$ cat config.mk
export PLATFORM = sky130hd
export DESIGN_NAME = bp_pkt_arbiter
export DESIGN_NICKNAME = d
export VERILOG_FILES = /design/src/rtl/bp_pkg.sv /design/src/rtl/rr_arbiter.sv /design/src/rtl/bp_pkt_arbiter.sv
export SDC_FILE = /design/constraint.sdc
export NUM_CORES = 1
export LEC_CHECK = 0
export BUFFER_PORTS_ARGS = -buffer_cell sky130_fd_sc_hd__buf_2
export CAP_MARGIN = 20
export CELL_PAD_IN_SITES_DETAIL_PLACEMENT = 0
export CELL_PAD_IN_SITES_GLOBAL_PLACEMENT = 1
export CORE_MARGIN = 2
export CORE_UTILIZATION = 38
export DETAILED_ROUTE_END_ITERATION = 7
export PLACE_DENSITY = 0.89
export REMOVE_ABC_BUFFERS = 1
export SETUP_SLACK_MARGIN = 0.05
export SYNTH_ARGS = -nofsm -noshare
export SYNTH_HDL_FRONTEND = slang
export SYNTH_SLANG_ARGS = --single-unit
$ cat constraint.sdc
create_clock -name i_clk -period 3.5 [get_ports i_clk]
set_clock_uncertainty 0.05 [all_clocks]
set_input_delay 0.525 -clock i_clk [delete_from_list [all_inputs] [get_ports i_clk]]
set_output_delay 0.525 -clock i_clk [all_outputs]
set_load 0.1 [all_outputs]
$ cat src/rtl/bp_pkg.sv
// Shared types and helpers for the BytePipe packet arbiter.
package bp_pkg;

  typedef enum logic [1:0] {
    IDLE    = 2'd0,
    HDR     = 2'd1,
    PAYLOAD = 2'd2
  } state_e;

  localparam logic [3:0] HDR_TAG_DFLT = 4'hA;

  function automatic logic [7:0] hdrByte(input logic [3:0] tag, input logic [2:0] idx);
    return {tag, 1'b0, idx};
  endfunction

endpackage

$ cat src/rtl/rr_arbiter.sv
// Combinational round-robin pick: first set request above last_i, wrapping modulo N.
// Zero latency; returns an all-zero grant when nothing requests.
module rr_arbiter #(
  parameter int N  = 2,
  parameter int IW = (N > 1) ? $clog2(N) : 1
) (
  input  logic [N-1:0]  req_i,
  input  logic [IW-1:0] last_i,
  output logic [N-1:0]  gnt_o
);

  logic [IW-1:0] cand;
  logic          found;

  always_comb begin
    gnt_o = '0;
    cand  = '0;
    found = 1'b0;
    for (int k = 1; k <= N; k++) begin
      cand = IW'((int'(last_i) + k) % N);
      if (!found && req_i[cand]) begin
        found       = 1'b1;
        gnt_o[cand] = 1'b1;
      end
    end
  end

endmodule

$ cat src/rtl/bp_pkt_arbiter.sv
// Round-robin packet scheduler: header byte then PKT_LEN payload bytes per grant, 1-cycle arbitration.
// Holds data while ready is low; i_cg=0 freezes state and outputs; flushed packets are zero-padded.
module bp_pkt_arbiter
  import bp_pkg::*;
#(
  parameter int         N_PAIR  = 2,
  parameter int         PKT_LEN = 8,
  parameter logic [3:0] HDR_TAG = HDR_TAG_DFLT
) (
  input  logic                i_clk,
  input  logic                i_rst_n,
  input  logic                i_cg,
  input  logic [N_PAIR-1:0]   i_enMask,
  input  logic [N_PAIR*8-1:0] i_pktfifo_data,
  input  logic [N_PAIR-1:0]   i_pktfifo_empty,
  input  logic [N_PAIR-1:0]   i_pktfifo_flush,
  output logic [N_PAIR-1:0]   o_pktfifo_pop,
  output logic [7:0]          o_bp_data,
  output logic                o_bp_valid,
  input  logic                i_bp_ready,
  output logic [N_PAIR-1:0]   o_grant,
  output logic                o_busy
);

  localparam int              IW       = (N_PAIR > 1) ? $clog2(N_PAIR) : 1;
  localparam int              CW       = $clog2(PKT_LEN);
  localparam logic [CW-1:0]   CNT_LAST = CW'(PKT_LEN - 1);
  localparam logic [IW-1:0]   IDX_RST  = IW'(N_PAIR - 1);

  state_e        state_q, state_d;
  logic [IW-1:0] idx_q, idx_d;
  logic [IW-1:0] last_q, last_d;
  logic [CW-1:0] cnt_q, cnt_d;
  logic          aborted_q, aborted_d;
  logic          vld_hold_q;
  logic [7:0]    dat_hold_q;

  logic [7:0]        fdata [N_PAIR];
  logic [N_PAIR-1:0] req, pick_gnt;
  logic [IW-1:0]     pick_idx;
  logic              flush_cur, pad, vld_c, xfer, pop_en;
  logic [7:0]        dat_c;

  for (genvar g = 0; g < N_PAIR; g++) begin : g_unpack
    assign fdata[g] = i_pktfifo_data[g*8 +: 8];
  end

  assign req = ~i_pktfifo_empty & i_enMask & ~i_pktfifo_flush;

  rr_arbiter #(.N(N_PAIR), .IW(IW)) u_rr (
    .req_i  (req),
    .last_i (last_q),
    .gnt_o  (pick_gnt)
  );

  always_comb begin
    pick_idx = '0;
    for (int i = 0; i < N_PAIR; i++) begin
      if (pick_gnt[i]) pick_idx = IW'(i);
    end
  end

  // A flush of the owner turns its own cycle into padding so no byte is popped then.
  assign flush_cur = i_pktfifo_flush[idx_q];
  assign pad       = aborted_q | flush_cur;

  always_comb begin
    vld_c = 1'b0;
    dat_c = 8'h00;
    case (state_q)
      HDR: begin
        vld_c = 1'b1;
        dat_c = hdrByte(HDR_TAG, 3'(idx_q));
      end
      PAYLOAD: begin
        vld_c = pad | ~i_pktfifo_empty[idx_q];
        dat_c = pad ? 8'h00 : fdata[idx_q];
      end
      default: ;
    endcase
  end

  assign xfer          = vld_c & i_bp_ready & i_cg;
  assign pop_en        = (state_q == PAYLOAD) & ~pad & xfer;
  assign o_pktfifo_pop = pop_en ? (N_PAIR'(1) << idx_q) : '0;
  assign o_bp_valid    = i_cg ? vld_c : vld_hold_q;
  assign o_bp_data     = i_cg ? dat_c : dat_hold_q;
  assign o_busy        = (state_q != IDLE);
  assign o_grant       = o_busy ? (N_PAIR'(1) << idx_q) : '0;

  always_comb begin
    state_d   = state_q;
    idx_d     = idx_q;
    last_d    = last_q;
    cnt_d     = cnt_q;
    aborted_d = aborted_q;
    case (state_q)
      IDLE: begin
        if (|pick_gnt) begin
          idx_d   = pick_idx;
          state_d = HDR;
        end
      end
      HDR: begin
        aborted_d = pad;
        if (xfer) begin
          cnt_d   = '0;
          state_d = PAYLOAD;
        end
      end
      PAYLOAD: begin
        aborted_d = pad;
        if (xfer) begin
          cnt_d = cnt_q + CW'(1);
          if (cnt_q == CNT_LAST) begin
            cnt_d     = '0;
            state_d   = IDLE;
            last_d    = idx_q;
            aborted_d = 1'b0;
          end
        end
      end
      default: state_d = IDLE;
    endcase
  end

  always_ff @(posedge i_clk or negedge i_rst_n) begin
    if (!i_rst_n) begin
      state_q    <= IDLE;
      idx_q      <= '0;
      last_q     <= IDX_RST;
      cnt_q      <= '0;
      aborted_q  <= 1'b0;
      vld_hold_q <= 1'b0;
      dat_hold_q <= 8'h00;
    end else if (i_cg) begin
      state_q    <= state_d;
      idx_q      <= idx_d;
      last_q     <= last_d;
      cnt_q      <= cnt_d;
      aborted_q  <= aborted_d;
      vld_hold_q <= vld_c;
      dat_hold_q <= dat_c;
    end
  end

endmodule

[Word level (Yosys, flattened, before mapping)]
Cells that the tools add are included.
Storage, ports and cells
  register bits after elaboration: 17
  output and inout port bits: 14
  word-level logic and storage cells: 89
  bits of input ports: 26
Cells by class
  equal/unequal tests: 7
  $lt $le $gt $ge: 6
  reduce and logical (&&, ||, !) cells: 13
  bitwise operators: 14
  multiplexer cells: 38
  shift operators: 1
  add/subtract/negate cells: 3
Operator list (count)
  $mux 8: 5
  $mux 2: 8
  $pmux 8 s2: 1
  $mux 1: 15
  $mux 3: 3
  $reduce_and 4->1: 2
  $lt 1x2->1 const B: 3
  $ne 2x2->1 const B: 3
  $pmux 2 s3: 1
  $pmux 3 s2: 1
  $reduce_and 5->1: 1
  $and 1x1->1: 4
  $and 2x2->2: 2
  $not 2->2: 2
  $pmux 1 s2: 2
  $reduce_bool 2->1: 2
  $add 3x1->3 const B: 1
  $eq 3x3->1 const B: 1
  $logic_and 1x1->1: 3
  $reduce_and 3->1: 1
  $add 1x1->1 const B: 2
  $demux 1 s1: 2
  $eq 2x1->1 const B: 1
  $eq 2x2->1 const B: 1
  12 further kinds: 15

[Depth between registers and ports, before layout]
Gate-level depths: netlist of the first run.
  word-level depth: 12
  depth in mapped cells: 6
  mapped depth without buffers: 6

[Hierarchy]
A second synthesis of the first run with hierarchy kept.
Second synthesis, totals
  cell total of the unflattened synthesis: 99
  area, all modules: 1038.5 um2
Modules (own cells, without submodules)
  bp_pkt_arbiter: cells each 96, area an instance 1019.7 um2, instances 1, sequential area each 426.7 um2
  rr_arbiter: cells each 3, area an instance 18.8 um2, instances 1, sequential area each 0.0 um2

[Least setup slack after synthesis of the first run]
Ideal clock, no wire load.
  kind: register -> output
  from: reg state_q[1]
  to: out o_pktfifo_pop[0]
  required time: 2.925 ns
  arrival time: 3.404 ns
  slack: -0.479 ns
  cell stages (with the launch flop): 7
  buffers on the path: 0
  cells stage by stage: dfrtp_1 > inv_1 > ha_1 > o211a_1 > o41ai_4 > or2_2 > nor3_1
On the way
  longest elaborated chain between the ends: 6
  elaborated cells between the ends (all ways): 8
  classes of those cells: eq/ne: 2; mux: 2; bitwise: 4
RTL lines
  start: declaration: RTL line bp_pkt_arbiter.sv:30  | state_e state_q, state_d;
  start signal: assignment: RTL line bp_pkt_arbiter.sv:137  | state_q <= state_d;
  $eq 2x2->1 / $eq 2x1->1 (equally long branches): RTL line bp_pkt_arbiter.sv:70, bp_pkt_arbiter.sv:84
  $pmux 1 s2: RTL line bp_pkt_arbiter.sv:70  | case (state_q)
  $and 1x1->1 (2 in a row): RTL line bp_pkt_arbiter.sv:83  | assign xfer = vld_c & i_bp_ready & i_cg;
  $and 1x1->1 (*): RTL line bp_pkt_arbiter.sv:84  | assign pop_en = (state_q == PAYLOAD) & ~pad & xfer;
  $mux 2 (*): RTL line bp_pkt_arbiter.sv:85  | assign o_pktfifo_pop = pop_en ? (N_PAIR'(1) << idx_q) : '0;
  end: declaration: RTL line bp_pkt_arbiter.sv:17  | output logic [N_PAIR-1:0] o_pktfifo_pop,
Every way passes the cells marked *; elsewhere a longest branch is shown, timed or not.

[Worst setup path after layout of the first run]
  from: reg idx_q
  to: out o_bp_data[3]
On the way
  longest elaborated chain between the ends: 7
  elaborated cells between the ends (all ways): 10
  classes of those cells: mux: 8; bitwise: 2
RTL lines
  start: declaration: RTL line bp_pkt_arbiter.sv:31  | logic [IW-1:0] idx_q, idx_d;
  start signal: assignment: RTL line bp_pkt_arbiter.sv:138  | idx_q <= idx_d;
  $not 1->2 (not written as such): RTL line bp_pkt_arbiter.sv:77  | dat_c = pad ? 8'h00 : fdata[idx_q];
  $mux 8 (not written as such) (3 in a row): RTL line bp_pkt_arbiter.sv:77
  $mux 8 (*): RTL line bp_pkt_arbiter.sv:77
  $pmux 8 s2 (*): RTL line bp_pkt_arbiter.sv:70
  $mux 8 (*)
  end: declaration: RTL line bp_pkt_arbiter.sv:18  | output logic [7:0] o_bp_data,
Every way passes the cells marked *; elsewhere a longest branch is shown, timed or not. The select of a mux whose other input is x is not followed.

==> results of run 1 <==
cell usage in the layout, fill, tap and decap left out, types with 3 or more instances in the layout:
cell type and instances:
mux2i_1 7, inv_1 8, buf_2 39, mux2_2 3, nor2_1 7, nand2_1 6
o2bb2ai_1 6, nand3_1 5, ha_1 6, o21ai_0 8, dfrtp_1 16, clkbuf_4 3
sequential cells by signal, indices dropped and copies added, names as in the netlist:
| register | flops |
|---|---|
| cnt_q | 3 |
| state_q | 2 |
| aborted_q | 1 |
| last_q | 1 |
| dat_hold_q | 8 |
| idx_q | 1 |
| vld_hold_q | 1 |
worst reg2reg max path, delay by kind of cell (launching register included):
kind               cells  cell delay (ns)
muxes                  2             0.69
and+or+nand+nor        1             0.31
AOI/OAI and AO/OA      1             0.23
DFF                    1             0.76
synthesized netlist by cell type (all sizes together), types with 2 or more instances:
master and count:
o21ai 8, nand2 6, o2bb2ai 6, ha 6, nor3 2, or3b 2, buf 3, inv 8
mux2i 7, nor3b 2, o31ai 2, nand3 5, dfrtp 16, mux2 5, a21oi 2, nor2 7
report_power, final:
part	total (mW)	switching, mW	internal (mW)
registers	0.315	0.0653	0.249
clock network	0.104	0.0601	0.0443
logic	0.770	0.569	0.201
cell families (layout without fill, tap and decap cells):
kind of cell             Yosys count  after routing  synth area share [%]
AO/OA/AOI/OAI                     27             27                  20.7
AND/OR/NAND/NOR                   26             26                  13.6
flip-flops                        17             17                  40.6
multiplexers                      12             12                  12.7
buffers and inverters             12             51                  5.24
adder cells (fa/ha/maj)            6              6                  7.14
layer usage:
metal / vias up / global-route usage [%]
met5: - / 0
met4: 0 / 2.04
met3: 2 / 4.84
met2: 21 / 26.4
met1: 446 / 19.9
li1: 446 / -
how the worst max path moves through the flow:
stage,from,endpoint,slack (ns),cells past startpoint
2_1_floorplan,idx_q$_DFFE_PN0P_,o_pktfifo_pop[0],-0.53,4
4_1_cts,idx_q$_DFFE_PN0P_,o_bp_data[1],0.23,5
5_1_grt,idx_q$_DFFE_PN0P_,o_bp_data[3],0.13,5
3_3_place_gp,idx_q$_DFFE_PN0P_,o_bp_data[1],0.70,5
3_5_place_dp,idx_q$_DFFE_PN0P_,o_bp_data[1],0.57,5
6_report,idx_q$_DFFE_PN0P_,o_bp_data[3],0.27,5
metrics by stage:
stage               utilization (%)  TNS (ns)  hold slack (ns)  instance area [um2]
CTS                            47.9         0           0.0936                 1290
finish                         47.9         0           0.0926                 1290
detailed placement             46.9         0            0.418                 1260
floorplan                         -     -1.14            0.179                 1030
global placement               46.9         0            0.415                 1260
global route                   47.9         0           0.0968                 1290
cell type report:
class | instances | area (um2)
tap | 31 | 38.8
clock buffer | 4 | 26.3
timing repair buffer | 39 | 195
inverter | 8 | 30.0
fill | 258 | 1400
multi-input combinational | 71 | 569
sequential | 17 | 427
==> implementation parameters, run 1 <==
Parameter                              Value

Place
  Half-perimeter wire length after detailed placement    1810 um
  Cell total after placement    166
  Count of input and output buffers    39
  Post-placement setup slack    0.571 ns
  Routability-driven placement congestion ratio    0.800

Floorplanning
  IO Pins    40
  Die Height    56.6 um
  Number of rows in the core area    19
  Initial cell density of the core    39.1%
  Die width    56.6 um
  Placeable core region    2690 um2
  Area enclosed by the die boundary    3200 um2

CTS
  Number of sinks on the clock net    17
  Worst-path clk slew    0.09 ns
  Clock tree from TritonCTS    built
  Latest clock arrival within the worst-skew pair    0.29 ns
  Number of levels the H-tree was split into    1
  Library cell used as clock root buffer    clkbuf_4
  Number of setup buffers added after CTS    0
  Post-cts gate resize count    0
  Hold buffer count at CTS    0
  Number of buffers added by the clock tree synthesis step    3
  Largest buffer count on any clock path    2

Timing
  Final worst setup slack    0.266 ns
  Total count of hold-check failures in the final report    0
  Final slew viol count    0
  RSZ-0062 raised after global routing    false
  Actual transition at the worst max-transition pin    0.639 ns
  Time the worst path needs with I/O delays and setup    3.23 ns
  Fraction of the cycle the final worst path needs    92.4%
  Endpoints failing setup    0
  Worst slew margin    57.4%
  Highest Clock Rate    0.309 GHz

Routing
  Number of DRC violations after detailed routing    0
  Detailed-route vias per instance    5.38
  Detailed Routing Iterations Pass 1    4
  Number of vias in the routed layout    915
  Detailed-route wire length on metal 1    1070 um
  Starting DRC count in detailed routing    21
  Top sig layer    met4
  Routed length on met2    1210 um
  WL final    2400 um
  Length of routed met3 wiring    119 um
  DRT antenna net count    0
  Post-DR wirelength/cell    14.1 um

Global route
  Wire length of the first global-routing pass    3910 um
  Final global-route overflow total    0
  Overall track demand over capacity in global routing    15.6%
  Largest net degree at the start of global routing    18
  Vias in the first global route    851
  Number of antenna violations at the first check in global routing    0

Logic synthesis
  Part of the Yosys area used for sequential elements    40.6%
  Synthesis warning total    0
  Top FF cell, synth    dfrtp_1
  Top cells by area in the synthesized netlist    dfrtp_1 38%, ha_1 7.1%, mux2i_1 6.7%
  Mean cell area of the mapped netlist    10.5 um2
  Syn Inst Count    100
  Asr flop ratio synth    100%
  Post-Synthesis Cell Area    1050 um2
  Yosys cell types    33
  Proportion of netlist area held by the largest area contributor    38.1%
  Number of synthesized flops with an enable pin    0
  Post-synthesis sequential element count    17
  Cell type with the highest aggregate area in the netlist    dfrtp_1

Setup path
  Cell type group with the largest total delay on the critical path    flip-flops
  Critical Path, Cell by Cell    mux2_4 > nor3b_4 > nand3_1 > o2bb2ai_1 > buf_2
  Cell depth of the worst flop-to-flop path    4
  Worst stage delay on the critical path    0.76 ns
  Critical path peak fanout    14
  Number of buffer and inverter stages on the critical path    1
  R2R setup slack    1.36 ns
  Data arrival time of the critical path    2.66 ns
  RR Endpoint    state_q[1]$_DFFE_PN0P_
  Max stage delay cell, worst path    dfrtp_1
  Crit start category    register
  Data required time of the critical path    2.92 ns
  Crit. End Element    primary output
  Startpoint-to-endpoint class of the critical path    register to primary output
  R2r startpoint    idx_q$_DFFE_PN0P_

Status
  Result of the run    completed

Job
  Number of maximum-capacitance constraint violations    0

Worst hold path
  Class of the worst hold path    primary input to asynchronous set/reset pin

Finish
  Net count reported at finish    172
  Finished Layout Cells    170
  Fraction of layout cells with a size suffix above 1    38.8%
  N_diodes    0
  Layout overhead on the synthesized area    22.4%

Power and ir drop
  Total power divided by cell area    924 nW/um2
  Worst voltage drop across the vdd grid    0.701 mV
  Leakage power    0.680 nW
  Final Total Pwr    1.19 mW
(Power assumes the default switching activity.)
==> run 2: changes to the inputs <==
--- a/config.mk
+++ b/config.mk
@@ -10,11 +10,12 @@
 export CELL_PAD_IN_SITES_DETAIL_PLACEMENT = 0
 export CELL_PAD_IN_SITES_GLOBAL_PLACEMENT = 1
 export CORE_MARGIN = 2
-export CORE_UTILIZATION = 38
+export CORE_UTILIZATION = 36
 export DETAILED_ROUTE_END_ITERATION = 7
-export PLACE_DENSITY = 0.89
+export PLACE_DENSITY = 0.85
 export REMOVE_ABC_BUFFERS = 1
 export SETUP_SLACK_MARGIN = 0.05
+export SKIP_CTS_REPAIR_TIMING = 1
 export SYNTH_ARGS = -nofsm -noshare
 export SYNTH_HDL_FRONTEND = slang
 export SYNTH_SLANG_ARGS = --single-unit
==> constraint.sdc (replaced) <==
create_clock -name i_clk -period 3.34 [get_ports i_clk]
set_clock_uncertainty 0.05 [all_clocks]
set_input_delay 0.501 -clock i_clk [delete_from_list [all_inputs] [get_ports i_clk]]
set_output_delay 0.501 -clock i_clk [all_outputs]
set_load 0.1 [all_outputs]
==> run 2 against run 1 <==
  * Utilization fell by 0.92 points
  * Die area rose by 5.2%
  * Sequential power barely moved
  * Sequential share of layout area fell by 0.22 points
  * Cell area rose by 0.68%
  * Highest routed layer unchanged
==> implementation parameters, run 2 (same netlist as run 1, synthesis figures left out) <==
Parameter                              Value

Setup path
  Startpoint-to-endpoint class of the critical path    register to primary output (unchanged)
  Cell depth of the worst flop-to-flop path    6 (was 4)
  R2R setup slack    1.33 ns (was 1.36 ns)
  Data required time of the critical path    2.79 ns (was 2.92 ns)
  Max stage delay cell, worst path    buf_2 (was dfrtp_1)
  Critical Path, Cell by Cell    inv_1 > ha_1 > o211a_1 > o41ai_4 > or2_2 > nor3_1 > buf_2 (was mux2_4 > nor3b_4 > nand3_1 > o2bb2ai_1 > buf_2)
  Number of gates on the worst path with buffers counted    7 (was 5)
  Data arrival time of the critical path    2.45 ns (was 2.66 ns)
  Crit start category    register (unchanged)
  Critical path peak fanout    7 (was 14)
  Number of buffer and inverter stages on the critical path    2 (was 1)
  Startpoint of the worst setup timing path    state_q[1]$_DFFE_PN0P_ (was idx_q$_DFFE_PN0P_)
  Cell type group with the largest total delay on the critical path    buffers and inverters (was flip-flops)
  RR Endpoint    state_q[1]$_DFFE_PN0P_ (unchanged)
  Crit. End Element    primary output (unchanged)
  R2r startpoint    state_q[0]$_DFFE_PN0P_ (was idx_q$_DFFE_PN0P_)
  Worst stage delay on the critical path    0.46 ns (was 0.76 ns)
  Setup crit end    o_pktfifo_pop[0] (was o_bp_data[3])

Power and ir drop
  Total power divided by cell area    966 nW/um2 (was 924 nW/um2)
  Switching power    728 uW (was 694 uW)
  Switching Share    58.2% (was 58.4%)
  Worst voltage drop across the vdd grid    0.874 mV (was 0.701 mV)
  Final Total Pwr    1.25 mW (was 1.19 mW)
  Part of the power in registers    25.2% (was 26.5%)
  Power Internal    523 uW (was 495 uW)
  Proportion of power drawn by the clock network    8.8% (about the same)
  Combinational fraction of design power    66.0% (was 64.7%)
  Leakage power    0.687 nW (was 0.680 nW)

Floorplanning
  Initial cell density of the core    38.1% (was 39.1%)
  Placeable core region    2760 um2 (was 2690 um2)
  IO Pins    40 (unchanged)
  Area enclosed by the die boundary    3370 um2 (was 3200 um2)
  Die width    58.0 um (was 56.6 um)
  Die Height    58.0 um (was 56.6 um)
  Number of rows in the core area    19 (unchanged)

Place
  Count of input and output buffers    39 (unchanged)
  Post-placement setup slack    0.620 ns (was 0.571 ns)
  Half-perimeter wire length after detailed placement    1990 um (was 1810 um)
  Routability-driven placement congestion ratio    0.826 (was 0.800)

Global route
  Largest net degree at the start of global routing    18 (unchanged)
  Final global-route overflow total    0 (unchanged)
  Number of antenna violations at the first check in global routing    0 (unchanged)
  Wire length of the first global-routing pass    4060 um (was 3910 um)
  Overall track demand over capacity in global routing    16.0% (was 15.6%)
  Vias in the first global route    944 (was 851)

Timing
  RSZ-0062 raised after global routing    false (unchanged)
  Final worst setup slack    0.335 ns (was 0.266 ns)
  Time the worst path needs with I/O delays and setup    3.00 ns
  Worst slack on hold paths    0.0650 ns (was 0.0926 ns)
  Total count of hold-check failures in the final report    0 (unchanged)
  Actual transition at the worst max-transition pin    0.489 ns (was 0.639 ns)
  Highest Clock Rate    0.333 GHz
  Final slew viol count    0 (unchanged)
  Fraction of the cycle the final worst path needs    90.0%
  Endpoints failing setup    0 (unchanged)
  Worst slew margin    67.6% (was 57.4%)

Routing
  Detailed Routing Iterations Pass 1    4 (unchanged)
  Number of vias in the routed layout    949 (was 915)
  WL final    2480 um (was 2400 um)
  Detailed-route vias per instance    5.55 (was 5.38)
  DRT antenna net count    0 (unchanged)
  Post-DR wirelength/cell    14.5 um (was 14.1 um)
  Number of DRC violations after detailed routing    0 (unchanged)
  Starting DRC count in detailed routing    51 (was 21)

Finish
  Commonest non-fill, non-tap cells in the layout    39 x buf_2, 16 x dfrtp_1, 8 x inv_1, 8 x o21ai_0 (unchanged)
  Net count reported at finish    173 (was 172)
  Most common library cell in the layout ignoring fill and taps    buf_2 (unchanged)
  N_diodes    0 (unchanged)
  Biggest register    dat_hold_q (unchanged)
  Fraction of layout cells with a size suffix above 1    40.0% (was 38.8%)
  Layout overhead on the synthesized area    23.2% (was 22.4%)
  Registers with the most flip-flops    dat_hold_q (8), cnt_q (3), state_q (2) (unchanged)
  Flip-flop count of the largest register, all copies and words added    8 (unchanged)

Status
  Result of the run    completed (unchanged)

CTS
  Number of sinks on the clock net    17 (unchanged)
  Number of levels the H-tree was split into    1 (unchanged)
  Clock tree from TritonCTS    built (unchanged)
  Library cell used as clock root buffer    clkbuf_4 (unchanged)
  Latest clock arrival within the worst-skew pair    0.28 ns (was 0.29 ns)
  Largest buffer count on any clock path    2 (unchanged)
  Number of buffers added by the clock tree synthesis step    3 (unchanged)
  Worst-path clk slew    0.10 ns (was 0.09 ns)

Job
  Number of maximum-capacitance constraint violations    0 (unchanged)

Worst hold path
  Class of the worst hold path    primary input to asynchronous set/reset pin (unchanged)
-- run 2: per-stage QoR --
step | instances | cell area (um2) | util (%) | TNS (ns)
after detailed placement | 167 | 1270 | 46.0 | 0
final | 171 | 1290 | 47.0 | 0
after global placement | 167 | 1270 | 46.0 | 0
after floorplan | 96 | 1030 | - | -2.17
after global routing | 171 | 1290 | 47.0 | 0
after CTS | 171 | 1290 | 47.0 | 0
-- run 2: layout make-up --
type | instances | area (um2)
clock buffers | 3 | 22.5
clock inverters | 1 | 5.00
fillers | 262 | 1460
inverters | 8 | 30.0
multi-input cells | 71 | 569
flip-flops and latches | 17 | 427
well taps | 31 | 38.8
repair buffers | 40 | 203
-- run 2: worst min path at each step --
stage	from	endpoint	slack, ns
final	i_rst_n	dat_hold_q[5]$_DFF_PN0_	0.06
after global routing	i_rst_n	dat_hold_q[5]$_DFF_PN0_	0.09
after CTS	i_rst_n	dat_hold_q[5]$_DFF_PN0_	0.07
after detailed placement	i_rst_n	dat_hold_q[5]$_DFF_PN0_	0.40
after global placement	i_rst_n	dat_hold_q[5]$_DFF_PN0_	0.39
after floorplan	i_rst_n	aborted_q$_DFFE_PN0P_	0.16
-- run 2: metal layers --
metal	up-vias	track usage [%]	wire length [um]
met5	-	0	0
met4	0	7.64	35
met2	30	27.9	1300
met1	469	19.6	1030
met3	4	2.01	120
li1	446	-	-
-- run 2: power groups by stage --
| stage | combinational (mW) | sequential (mW) | clock [mW] |
|---|---|---|---|
| global placement | 0.821 | 0.315 | 0 |
| detailed placement | 0.829 | 0.319 | 0 |
| finish | 0.826 | 0.315 | 0.110 |
| floorplan | 0.678 | 0.319 | 0 |
| CTS | 0.831 | 0.315 | 0.115 |
| global route | 0.879 | 0.321 | 0.125 |
